### src/rtl/tick_scheduler.sv
// Shared base prescaler driving NCH runtime-programmable one-cycle tick channels.
// Define TICK_SCHEDULER_SQUARE_EN to add the per-channel o_sq square-wave outputs.
module tick_scheduler #(
   parameter int NCH      = 4,
   parameter int CH_W     = 2,
   parameter int DIV_W    = 16,
   parameter int BASE_DIV = 12000
) (
   input  logic             sysclk,
   input  logic             i_rst_n,
   input  logic             i_cfg_valid,
   output logic             o_cfg_ready,
   input  logic [CH_W-1:0]  i_cfg_ch,
   input  logic             i_cfg_en,
   input  logic [DIV_W-1:0] i_cfg_div,
   output logic             o_cfg_err,
   output logic             o_base_stb,
   output logic [NCH-1:0]   o_tick
`ifdef TICK_SCHEDULER_SQUARE_EN
   ,
   output logic [NCH-1:0]   o_sq
`endif
);

   localparam int              BW        = (BASE_DIV > 1) ? $clog2(BASE_DIV) : 1;
   localparam logic [BW-1:0]   BASE_LAST = BW'(BASE_DIV - 1);

   typedef enum logic {IDLE, APPLY} state_t;

   state_t           state;
   logic [BW-1:0]    base_cnt;
   logic             base_hit;
   logic [CH_W-1:0]  lat_ch;
   logic             lat_en;
   logic [DIV_W-1:0] lat_div;
   logic [NCH-1:0]   en;
   logic [DIV_W-1:0] div [NCH];
   logic [DIV_W-1:0] cnt [NCH];
   logic [NCH-1:0]   apply_hit;
   logic [NCH-1:0]   active;
   logic [NCH-1:0]   wrap;

   assign base_hit = (base_cnt == BASE_LAST);

   // NOTE: state is updated with non-blocking assignments so every flop samples pre-edge values.
   always_ff @(posedge sysclk or negedge i_rst_n) begin
      if (!i_rst_n) begin
         base_cnt   <= '0;
         o_base_stb <= 1'b0;
      end else begin
         base_cnt   <= base_hit ? '0 : base_cnt + BW'(1);
         o_base_stb <= base_hit;
      end
   end

   // Ready is high exactly while IDLE, so it doubles as the accept qualifier.
   always_ff @(posedge sysclk or negedge i_rst_n) begin
      if (!i_rst_n) begin
         state       <= IDLE;
         o_cfg_ready <= 1'b1;
         o_cfg_err   <= 1'b0;
         lat_ch      <= '0;
         lat_en      <= 1'b0;
         lat_div     <= '0;
      end else begin
         o_cfg_err <= 1'b0;
         case (state)
            IDLE: begin
               if (i_cfg_valid && o_cfg_ready) begin
                  lat_ch      <= i_cfg_ch;
                  lat_en      <= i_cfg_en;
                  lat_div     <= i_cfg_div;
                  state       <= APPLY;
                  o_cfg_ready <= 1'b0;
                  o_cfg_err   <= (int'(i_cfg_ch) >= NCH);
               end
            end
            APPLY: begin
               state       <= IDLE;
               o_cfg_ready <= 1'b1;
            end
         endcase
      end
   end

   // An out-of-range latched channel matches no index, so the write is simply dropped.
   always_comb begin
      for (int i = 0; i < NCH; i++) begin
         apply_hit[i] = (state == APPLY) && (int'(lat_ch) == i);
         active[i]    = en[i] && (div[i] != '0);
         wrap[i]      = (cnt[i] == div[i] - DIV_W'(1));
      end
   end

   // NOTE: the divisor and counter arrays are explicit flops with a reset, not a RAM.
   always_ff @(posedge sysclk or negedge i_rst_n) begin
      if (!i_rst_n) begin
         en     <= '0;
         o_tick <= '0;
         for (int i = 0; i < NCH; i++) begin
            div[i] <= '0;
            cnt[i] <= '0;
         end
      end else begin
         for (int i = 0; i < NCH; i++) begin
            o_tick[i] <= 1'b0;
            if (apply_hit[i]) begin
               en[i]  <= lat_en;
               div[i] <= lat_div;
               cnt[i] <= '0;
            end else if (base_hit && active[i]) begin
               if (wrap[i]) begin
                  cnt[i]    <= '0;
                  o_tick[i] <= 1'b1;
               end else begin
                  cnt[i] <= cnt[i] + DIV_W'(1);
               end
            end
         end
      end
   end

`ifdef TICK_SCHEDULER_SQUARE_EN
   // Toggles on the same edge that registers the tick, so o_sq flips with o_tick.
   always_ff @(posedge sysclk or negedge i_rst_n) begin
      if (!i_rst_n) begin
         o_sq <= '0;
      end else begin
         for (int i = 0; i < NCH; i++) begin
            if (apply_hit[i] && !lat_en) begin
               o_sq[i] <= 1'b0;
            end else if (!apply_hit[i] && base_hit && active[i] && wrap[i]) begin
               o_sq[i] <= ~o_sq[i];
            end
         end
      end
   end
`endif

endmodule

### config.mk
export PLATFORM = sky130hd
export DESIGN_NAME = tick_scheduler
export DESIGN_NICKNAME = d
export VERILOG_FILES = /design/src/rtl/tick_scheduler.sv
export SDC_FILE = /design/constraint.sdc
export NUM_CORES = 1
export LEC_CHECK = 0
export CORE_MARGIN = 2
export CORE_UTILIZATION = 45
export CTS_CLUSTER_SIZE = 12
export DETAILED_ROUTE_END_ITERATION = 7
export GPL_TIMING_DRIVEN = 0
export PLACE_DENSITY = 0.62
export SLEW_MARGIN = 20
export SYNTH_ARGS = -nofsm -noshare
export SYNTH_HDL_FRONTEND = slang
export SYNTH_SLANG_ARGS = --single-unit
### constraint.sdc
create_clock -name sysclk -period 7.4 [get_ports sysclk]
set_input_delay 0.74 -clock sysclk [delete_from_list [all_inputs] [get_ports sysclk]]
set_output_delay 0.74 -clock sysclk [all_outputs]
set_load 0.05 [all_outputs]
==> results of run 1 <==
[metal layers]
metal	up-vias	part of all wire
met2	143	0.46
li1	4120	-
met4	0	0.015
met3	26	0.032
met1	4136	0.49
met5	-	0
[sequential cells by signal, summed over array words and instances, names as in the netlist]
| signal | flops |
|---|---|
| lat_ch | 2 |
| div | 64 |
| o_tick | 4 |
| lat_en | 1 |
| o_base_stb | 1 |
| state | 1 |
| lat_div | 16 |
| en | 4 |
| base_cnt | 14 |
| cnt | 64 |
| o_cfg_ready | 1 |
[kinds of logic after synthesis]
group,count (synthesis),share of synthesized area
AND/OR/NAND/NOR,591,0.297
flip-flops,172,0.416
AO/OA/AOI/OAI,147,0.114
XOR/XNOR,106,0.0896
buffers and inverters,74,0.0313
multiplexers,38,0.0406
adder cells (fa/ha/maj),9,0.0109
other,1,0.000362
[worst max-delay path, stage by stage, from the launching register on]
cell and delay, ps:
dfrtp_1 440, inv_1 100, ha_1 290, nor4b_2 540, nand2_1 270, or3_1 430
a2111oi_0 450, nand4_1 160, nor3_1 360
[power groups by stage]
stage	clock network [mW]	registers [mW]	logic, mW
finish	1.00	0.940	0.0344
floorplan	0	0.958	0.00173
global route	1.06	0.939	0.0393
detailed placement	0	0.958	0.0361
global placement	0	0.958	0.0342
CTS	1.02	0.939	0.0361
[metrics by stage]
step	instances	hold WS, ps	area, um^2	total power, mW
after floorplan	1138	433	10400	0.960
after detailed placement	1451	461	11000	0.994
after CTS	1483	317	11700	2.00
after global routing	1483	346	11700	2.04
final	1483	300	11700	1.97
after global placement	1450	454	11000	0.993
[final cells by class]
type | instances | share of cell area
clock inverters | 13 | 0.0171
plain buffers | 50 | 0.0200
inverters | 24 | 0.00772
multi-input cells | 892 | 0.491
flip-flops and latches | 172 | 0.369
clock buffers | 19 | 0.0388
repair buffers | 28 | 0.0259
well taps | 285 | 0.0305
[layout by cell type, fill, tap and decap left out, drive strengths merged, types with 8 or more instances in the layout]
cell type      netlist  layout
o221ai              11      11
xnor2               60      60
nand3               46      46
mux2                32      32
clkbuf              35      54
nor3                49      49
a21oi               12      12
inv                 24      31
xor2                46      46
a2111oi              8       8
ha                   9       9
nor2                64      64
nand4               21      21
dfrtp              171     171
and3                11      11
nand2              245     245
clkdlybuf4s50        0      26
nand2b              14      14
nor4                26      26
nor2b               14      14
o211ai              14      14
or3                 16      16
o21ai               34      34
or4                 16      16
a211oi              14      14
buf                 15      17
or2                 11      11
and2                18      18
a21o                11      11
[worst min-delay path by stage]
stage	endpoint	start	depth (start not counted)	slack (ps)
3_5_place_dp	base_cnt[0]	base_cnt[0]	1	460
5_1_grt	cnt[23]	i_rst_n	1	350
2_1_floorplan	base_cnt[0]	base_cnt[0]	1	430
3_3_place_gp	base_cnt[0]	base_cnt[0]	1	450
4_1_cts	cnt[23]	i_rst_n	1	320
6_report	cnt[21]	i_rst_n	1	300
==> results.md, run 1 <==
- Status: finished, final reports clean
- Final Util: 0.516
- Total GRT Usage: 0.216
- Grt total ovfl: 0
- Slew at the pin closest to its max-slew limit: 921 ps
- Ranking of synthesized cells by area: dfrtp_1, nand2_1, xnor2_1
- Setup TNS: 0 ps
- Cts hold-fix bufs: 0
- Critical path class: register to register
- First-pass GRT wire length: 41900 um
- Number of flops mapped to enable cells by yosys: 0
- WP data required: 7710 ps
- Global routing met2 resource utilization: 0.349
- Worst rel slew slack: 0.385
- Post-route minimum period: 3140 ps
- Multi-input logic area: 5730 um^2
- Die height: 156 um
- CTS tree: done
- Final period utilization: 0.425
- Max Clock Skew: 14.6 ps
- Ys async rst share: 1.00
- Avg WL per Cell: 16.7 um
- Warnings from Yosys: 0
- Vias in the first global route: 8167
- I/O pins: 29
- Clock-pin slew on the worst setup and hold paths: 70 ps
- Clock power share: 0.507
- CP Capture Point: o_tick[0]
- CTS buffer count: 17
- CP Max Fanout: 8
- Max-cap viol count: 0
- Synth Net Count: 1169
- Antenna viol nets, final: 0
- Post-route DRC: 0
- Vias per Instance: 5.68
- Synth unique cells: 84
- Area share of the largest cell type after synthesis: 0.413
- Routed wire length: 24800 um
- Register area share after synthesis: 0.416
- I/O Buffers: 27
- VDD IR-drop max: 0.000145 V
- Fmax: 0.318 GHz
- DRT Pass-1 Iters: 5
- Reg2reg end: o_tick[0]
- GR Util met1: 0.305
- Core Footprint: 22600 um^2
- Logic gate share of total power: 0.017
- Rows: 55
- Antenna fix cells: 0
- FF+latch count, synth: 172
- Share of layout cells above drive strength 1: 0.120
- Synth Cell Area: 10400 um^2
- Fin nets: 1216
- Syn avg cell area: 9.10 um^2
- Critical Path AT: 3450 ps
- Critical path endpoint category: register
- Internal: 1.55 mW
- Initial Util: 0.457
- Iteration-0 DRC Markers: 603
- TritonCTS Sinks: 172
- Initial antenna violation count: 0
- Layout area overhead: 12.7%
- R2r worst-path depth: 8
- PD cells: 169 nW/um^2
- Register area: 4310 um^2
- Root buffer cell: clkbuf_16
- NetSw: 429 uW
- Clock latency on the worst-skew pair: 440 ps
- Critical Path Start: div[48]
- Crit start category: register
- Post_cts resized: 0
- RR Startpoint: div[48]
- Post-CTS setup buffer count: 0
- Largest net degree at the start of global routing: 93
- Via count: 8425
- Die ar.: 24200 um^2
- Final WS setup: 4260 ps
- Setup violators final: 0
- Fillers: 2108
- Most frequent cell after synthesis: nand2_1
- Mapped Cells: 1138
- RSZ-0062 raised after global routing: no
- Worst slack at placement: 4350 ps
- Main synth FF type: dfrtp_1
- Met3 global-route usage: 0.0389
- Final Max Tran Viols: 0
- HPWL after detailed placement: 17700 um
- Fin. Hold Viols: 0
- H-tree levels: 4
- Gr busiest metal: met2
- Longest Clk Path Bufs: 2
- Chip width: 156 um
- Worst hold path type: primary input to asynchronous set/reset pin
- Static leakage: 5.41 nW
- R2R setup slack: 4260 ps
- Synth area leader: dfrtp_1
- Top post-synthesis cells by count: nand2_1, dfrtp_1, nor2_1
- Sw Ratio: 0.217
- Sequential share of power: 0.476
- GP Congestion: 0.858
(Power assumes the default switching activity.)
==> inputs of run 2 (changes only) <==
PLACE_DENSITY = 0.65   (was 0.62)
clock period = 2.63 ns   (was 7.4 ns; I/O delays follow)
==> results.md, run 2 (synthesis results as in run 1) <==
- Max-cap viol count: 0
- Final Util: 0.565
- Final period utilization: 1.02
- Critical path endpoint category: register
- Wl on met1: 12600 um
- Most common cell after layout, fill and taps aside: nand2_1
- Crit path depth: 9
- Slew at the pin closest to its max-slew limit: 785 ps
- Critical Path Start: div[57]
- Register area: 4330 um^2
- PD cells: 419 nW/um^2
- Finished Cell Area: 12800 um^2
- Final hold slack: 352 ps
- Initial Util: 0.457
- Slowest-stage cell, CP: or4_4
- Logic gate share of total power: 0.018
- CP Max Fanout: 6
- Vias in the first global route: 8347
- R2r worst-path depth: 9
- WP data required: 2950 ps
- Sw Ratio: 0.229
- Final WS setup: -41.2 ps
- GP Congestion: 0.842
- Post-route DRC: 0
- Max incr delay on CP: 540 ps
- Clock power share: 0.489
- Worst hold path type: primary input to register
- Share of layout cells above drive strength 1: 0.235
- Post-route minimum period: 2670 ps
- NetSw: 1.23 mW
- Met2 WL: 12700 um
- Max Clock Skew: 11.3 ps
- WP buf/inv: 2
- Fillers: 1953
- H-tree levels: 4
- CTS tree: done
- RSZ-0062 raised after global routing: yes
- DRT Pass-1 Iters: 5
- Grt total ovfl: 0
- Fin nets: 1269
- Crit start category: register
- Setup violators final: 14
- Layout area overhead: 23.4%
- Status: complete, but fails checks
- Internal: 4.13 mW
- Met3 WL post-DR: 1070 um
- Cell Count, Final, Fillers Out: 1536
- TritonCTS Sinks: 172
- Cell area after placement: 11000 um^2
- Fin. Hold Viols: 0
- Clock latency on the worst-skew pair: 440 ps
- Biggest regs: cnt: 64 flops, div: 64 flops, lat_div: 16 flops
- Critical Path AT: 3000 ps
- Longest Clk Path Bufs: 2
- Antenna viol nets, final: 0
- Avg WL per Cell: 17.4 um
- VDD IR-drop max: 0.000344 V
- Die ar.: 24200 um^2
- I/O pins: 29
- HPWL after detailed placement: 17500 um
- Fmax: 0.374 GHz
- Initial antenna violation count: 0
- Multi-input logic area: 6370 um^2
- Total GRT Usage: 0.223
- Worst rel slew slack: 0.477
- Placed instance count: 1451
- DR top layer: met4
- I/O Buffers: 27
- Sequential share of power: 0.493
- Rows: 55
- Static leakage: 5.84 nW
- Antenna fix cells: 0
- Iteration-0 DRC Markers: 683
- Core Footprint: 22600 um^2
- Via count: 8787
- CP Capture Point: cnt[56]
- Die height: 156 um
- Largest net degree at the start of global routing: 99
- Crit-path cells: or4_4 > or3_4 > or3_4 > a211oi_2 > nand4_1 > buf_6 > clkbuf_16 > o211ai_2 > nand2_1
- Reg2reg end: cnt[56]
- Routed wire length: 26800 um
- Root buffer cell: clkbuf_16
- Final Max Tran Viols: 0
- Clock-pin slew on the worst setup and hold paths: 70 ps
- Most frequent cells in the layout: nand2_1, dfrtp_1, nor2_1, xnor2_1, buf_4
- Chip width: 156 um
- Violated checks: setup timing
- First-pass GRT wire length: 43200 um
- Critical path's most frequent cell: or3_4
- RR Startpoint: div[57]
- Min-delay src: i_cfg_div[10]
- Vias per Instance: 5.72
- R2R setup slack: -40 ps
- CTS buffer count: 17
- Crit path max-delay family: simple AND/OR/NAND/NOR gates
- Critical path class: register to register
run 2: cell type report:
class,instances,share of cell area
Buffer,46,0.0189
Clock buffer,19,0.0346
Clock inverter,13,0.0122
Inverter,24,0.00705
Multi-Input combinational cell,892,0.498
Sequential cell,172,0.338
Tap cell,285,0.0279
Timing Repair Buffer,85,0.0624
run 2: worst min path at each step:
stage / cells after the start / endpoint / slack [ps]
3_3_place_gp: 1 / base_cnt[0] / 450
6_report: 3 / lat_div[10] / 350
2_1_floorplan: 0 / base_cnt[0] / -30
4_1_cts: 3 / lat_div[13] / 340
3_5_place_dp: 1 / cnt[36] / 290
5_1_grt: 3 / lat_div[13] / 340
run 2: per-layer routing:
| metal | GRT usage | vias to the layer above |
|---|---|---|
| li1 | - | 4230 |
| met1 | 0.311 | 4318 |
| met2 | 0.361 | 206 |
| met3 | 0.0339 | 33 |
| met4 | 0.0677 | 0 |
| met5 | 0 | - |
run 2: tightest hold or removal path, cell delays in order:
cell and delay, ps:
clkdlybuf4s50_1 390, nand2_1 50, nand2_1 40
run 2: timing repair:
action | 4_1_cts | 5_1_grt
pin swaps | 24 | 73
cloned | 1 | 2
hold buffers | 1 | 0
endpoints found under the setup margin | 68 | 78
hold endpoints to repair | 74 | 0
gates resized for setup | 61 | 94
setup buffers | 24 | 29
run 2: power groups by stage:
stage	Sequential, mW	Clock (mW)	Combinational (mW)
floorplan	2.70	0	0.00485
global placement	2.70	0	0.0949
detailed placement	2.69	0	0.101
CTS	2.64	2.66	0.102
global route	2.64	2.77	0.112
finish	2.64	2.62	0.0972
run 2: metrics by stage:
stage	setup WS [ps]	setup TNS [ps]	total power [mW]
after floorplan	34.1	0	2.70
after global placement	-6040	-1055220	2.79
after detailed placement	-440	-19390	2.80
after CTS	-22.1	-66.3	5.41
after global routing	-114	-3240	5.52
final	-41.2	-339	5.36
==> inputs of run 3 (changes only) <==
CORE_MARGIN = 1.5   (was 2)
CORE_UTILIZATION = 40   (was 45)
PLACE_DENSITY = 0.59   (was 0.65)
SKIP_LAST_GASP = 1   (was unset)
==> results.md, run 3 (synthesis results as in run 1) <==
- Iteration-0 DRC Markers: 450
- CTS tree: done
- Core Footprint: 25300 um^2
- Final Max Tran Viols: 0
- Post-route minimum period: 2670 ps
- Biggest regs: cnt: 64 flops, div: 64 flops, lat_div: 16 flops
- Die height: 164 um
- Setup violators final: 11
- Clock-pin slew on the worst setup and hold paths: 80 ps
- RSZ-0062 raised after global routing: yes
- Most frequent cells in the layout: nand2_1, dfrtp_1, nor2_1, xnor2_1, xor2_1
- Max Clock Skew: 13.8 ps
- WP buf/inv: 2
- Static leakage: 5.75 nW
- Share of layout cells above drive strength 1: 0.211
- Rows: 58
- Root buffer cell: clkbuf_16
- Status: complete, but fails checks
- Crit-path cells: or4_4 > or3_4 > or3_4 > a211oi_2 > nand4_1 > buf_6 > buf_12 > nand4_1 > nand3_1
- Placed instance count: 1496
- Antenna fix cells: 0
- Largest net degree at the start of global routing: 89
- Die ar.: 26900 um^2
- I/O pins: 29
- Via count: 8500
- Vias per Instance: 5.41
- I/O Buffers: 27
- Fmax: 0.375 GHz
- Grt total ovfl: 0
- Critical path endpoint category: register
- Final period utilization: 1.02
- Layout area overhead: 21.0%
- PD cells: 417 nW/um^2
- VDD IR-drop max: 0.000394 V
- DRT Pass-1 Iters: 5
- Initial Util: 0.409
- HPWL after detailed placement: 17700 um
- Routed wire length: 26300 um
- Antenna viol nets, final: 0
- Slowest-stage cell, CP: or4_4
- Critical path class: register to register
- Slew at the pin closest to its max-slew limit: 754 ps
- Fin. Hold Viols: 0
- Power, Total: 5.23 mW
- Most common cell after layout, fill and taps aside: nand2_1
- Longest Clk Path Bufs: 2
- Crit path max-delay family: simple AND/OR/NAND/NOR gates
- Critical Path Start: div[59]
- First-pass GRT wire length: 42200 um
- TritonCTS Sinks: 172
- Max incr delay on CP: 560 ps
- CP Max Fanout: 5
- H-tree levels: 4
- Min-delay src: i_cfg_div[11]
- Vias in the first global route: 8144
- Final WS setup: -39.7 ps
- Worst rel slew slack: 0.491
- Chip width: 164 um
- Fillers: 2305
- Worst hold path type: primary input to register
- Fin nets: 1260
- Initial antenna violation count: 0
- Total GRT Usage: 0.200
- CTS buffer count: 17
- Clock latency on the worst-skew pair: 440 ps
- RR Startpoint: div[59]
- Crit start category: register
- Avg WL per Cell: 16.7 um
- WP data required: 2960 ps
- Critical Path AT: 3000 ps
- GP Congestion: 0.851
- Max-cap viol count: 0
- Cell Count, Final, Fillers Out: 1571
- Violated checks: setup timing
- Post-route DRC: 0
-- run 3: final timing paths --
kind	end	slack [ps]	cells past startpoint
max reg2reg	cnt[57]	-40	9
min in group asynchronous	cnt[35]	450	2
max in group asynchronous	div[23]	1310	3
min	lat_div[11]	340	3
min reg2reg	base_cnt[0]	470	1
max	cnt[57]	-40	9
-- run 3: per-stage QoR --
step,utilization,instance area (um^2),setup TNS (ps),hold WS (ps),setup WS [ps]
floorplan,-,10400,0,-32.6,34.1
finish,0.495,12500,-188,341,-39.7
detailed placement,0.438,11100,-18990,338,-399
global route,0.495,12500,-2260,338,-105
global placement,0.436,11000,-1077270,455,-6160
CTS,0.477,12100,-171,331,-51.0
-- run 3: worst register-to-register path, stage by stage, from the launching register on --
cell      delay, ps
dfrtp_1         430
or4_4           560
or3_4           410
or3_4           390
a211oi_2        180
nand4_1         130
buf_6           170
buf_12          130
nand4_1          80
nand3_1          80
-- run 3: report_power, final --
group / leakage, nW / internal, mW / switching [mW] / total (mW)
clock network: 0.270 / 1.36 / 1.13 / 2.49
logic: 3.12 / 0.0346 / 0.0626 / 0.0971
registers: 2.35 / 2.64 / 0 / 2.64
total: 5.75 / 4.04 / 1.19 / 5.23
-- run 3: layout make-up --
class / count / area, um^2 / area share
plain buffers: 46 / 249 / 0.0199
clock buffers: 20 / 457 / 0.0364
clock inverters: 11 / 110 / 0.00878
inverters: 24 / 90.1 / 0.00719
multi-input cells: 892 / 6170 / 0.492
flip-flops and latches: 172 / 4330 / 0.345
well taps: 330 / 413 / 0.0329
repair buffers: 76 / 723 / 0.0577
-- run 3: timing repair --
action | in CTS | in global routing
hold buffers | 1 | 0
hold endpoints to repair | 86 | 0
pin swaps | 26 | 61
endpoints found under the setup margin | 67 | 73
gates cloned | 1 | 2
gates resized for setup | 55 | 74
buffers inserted | 25 | 19
-- run 3: per-layer routing --
| layer | GRT usage | wire [um] | up-vias |
|---|---|---|---|
| li1 | - | - | 4209 |
| met1 | 0.279 | 12800 | 4142 |
| met2 | 0.324 | 12400 | 126 |
| met3 | 0.0313 | 776 | 23 |
| met4 | 0.0496 | 278 | 0 |
| met5 | 0 | 0 | - |
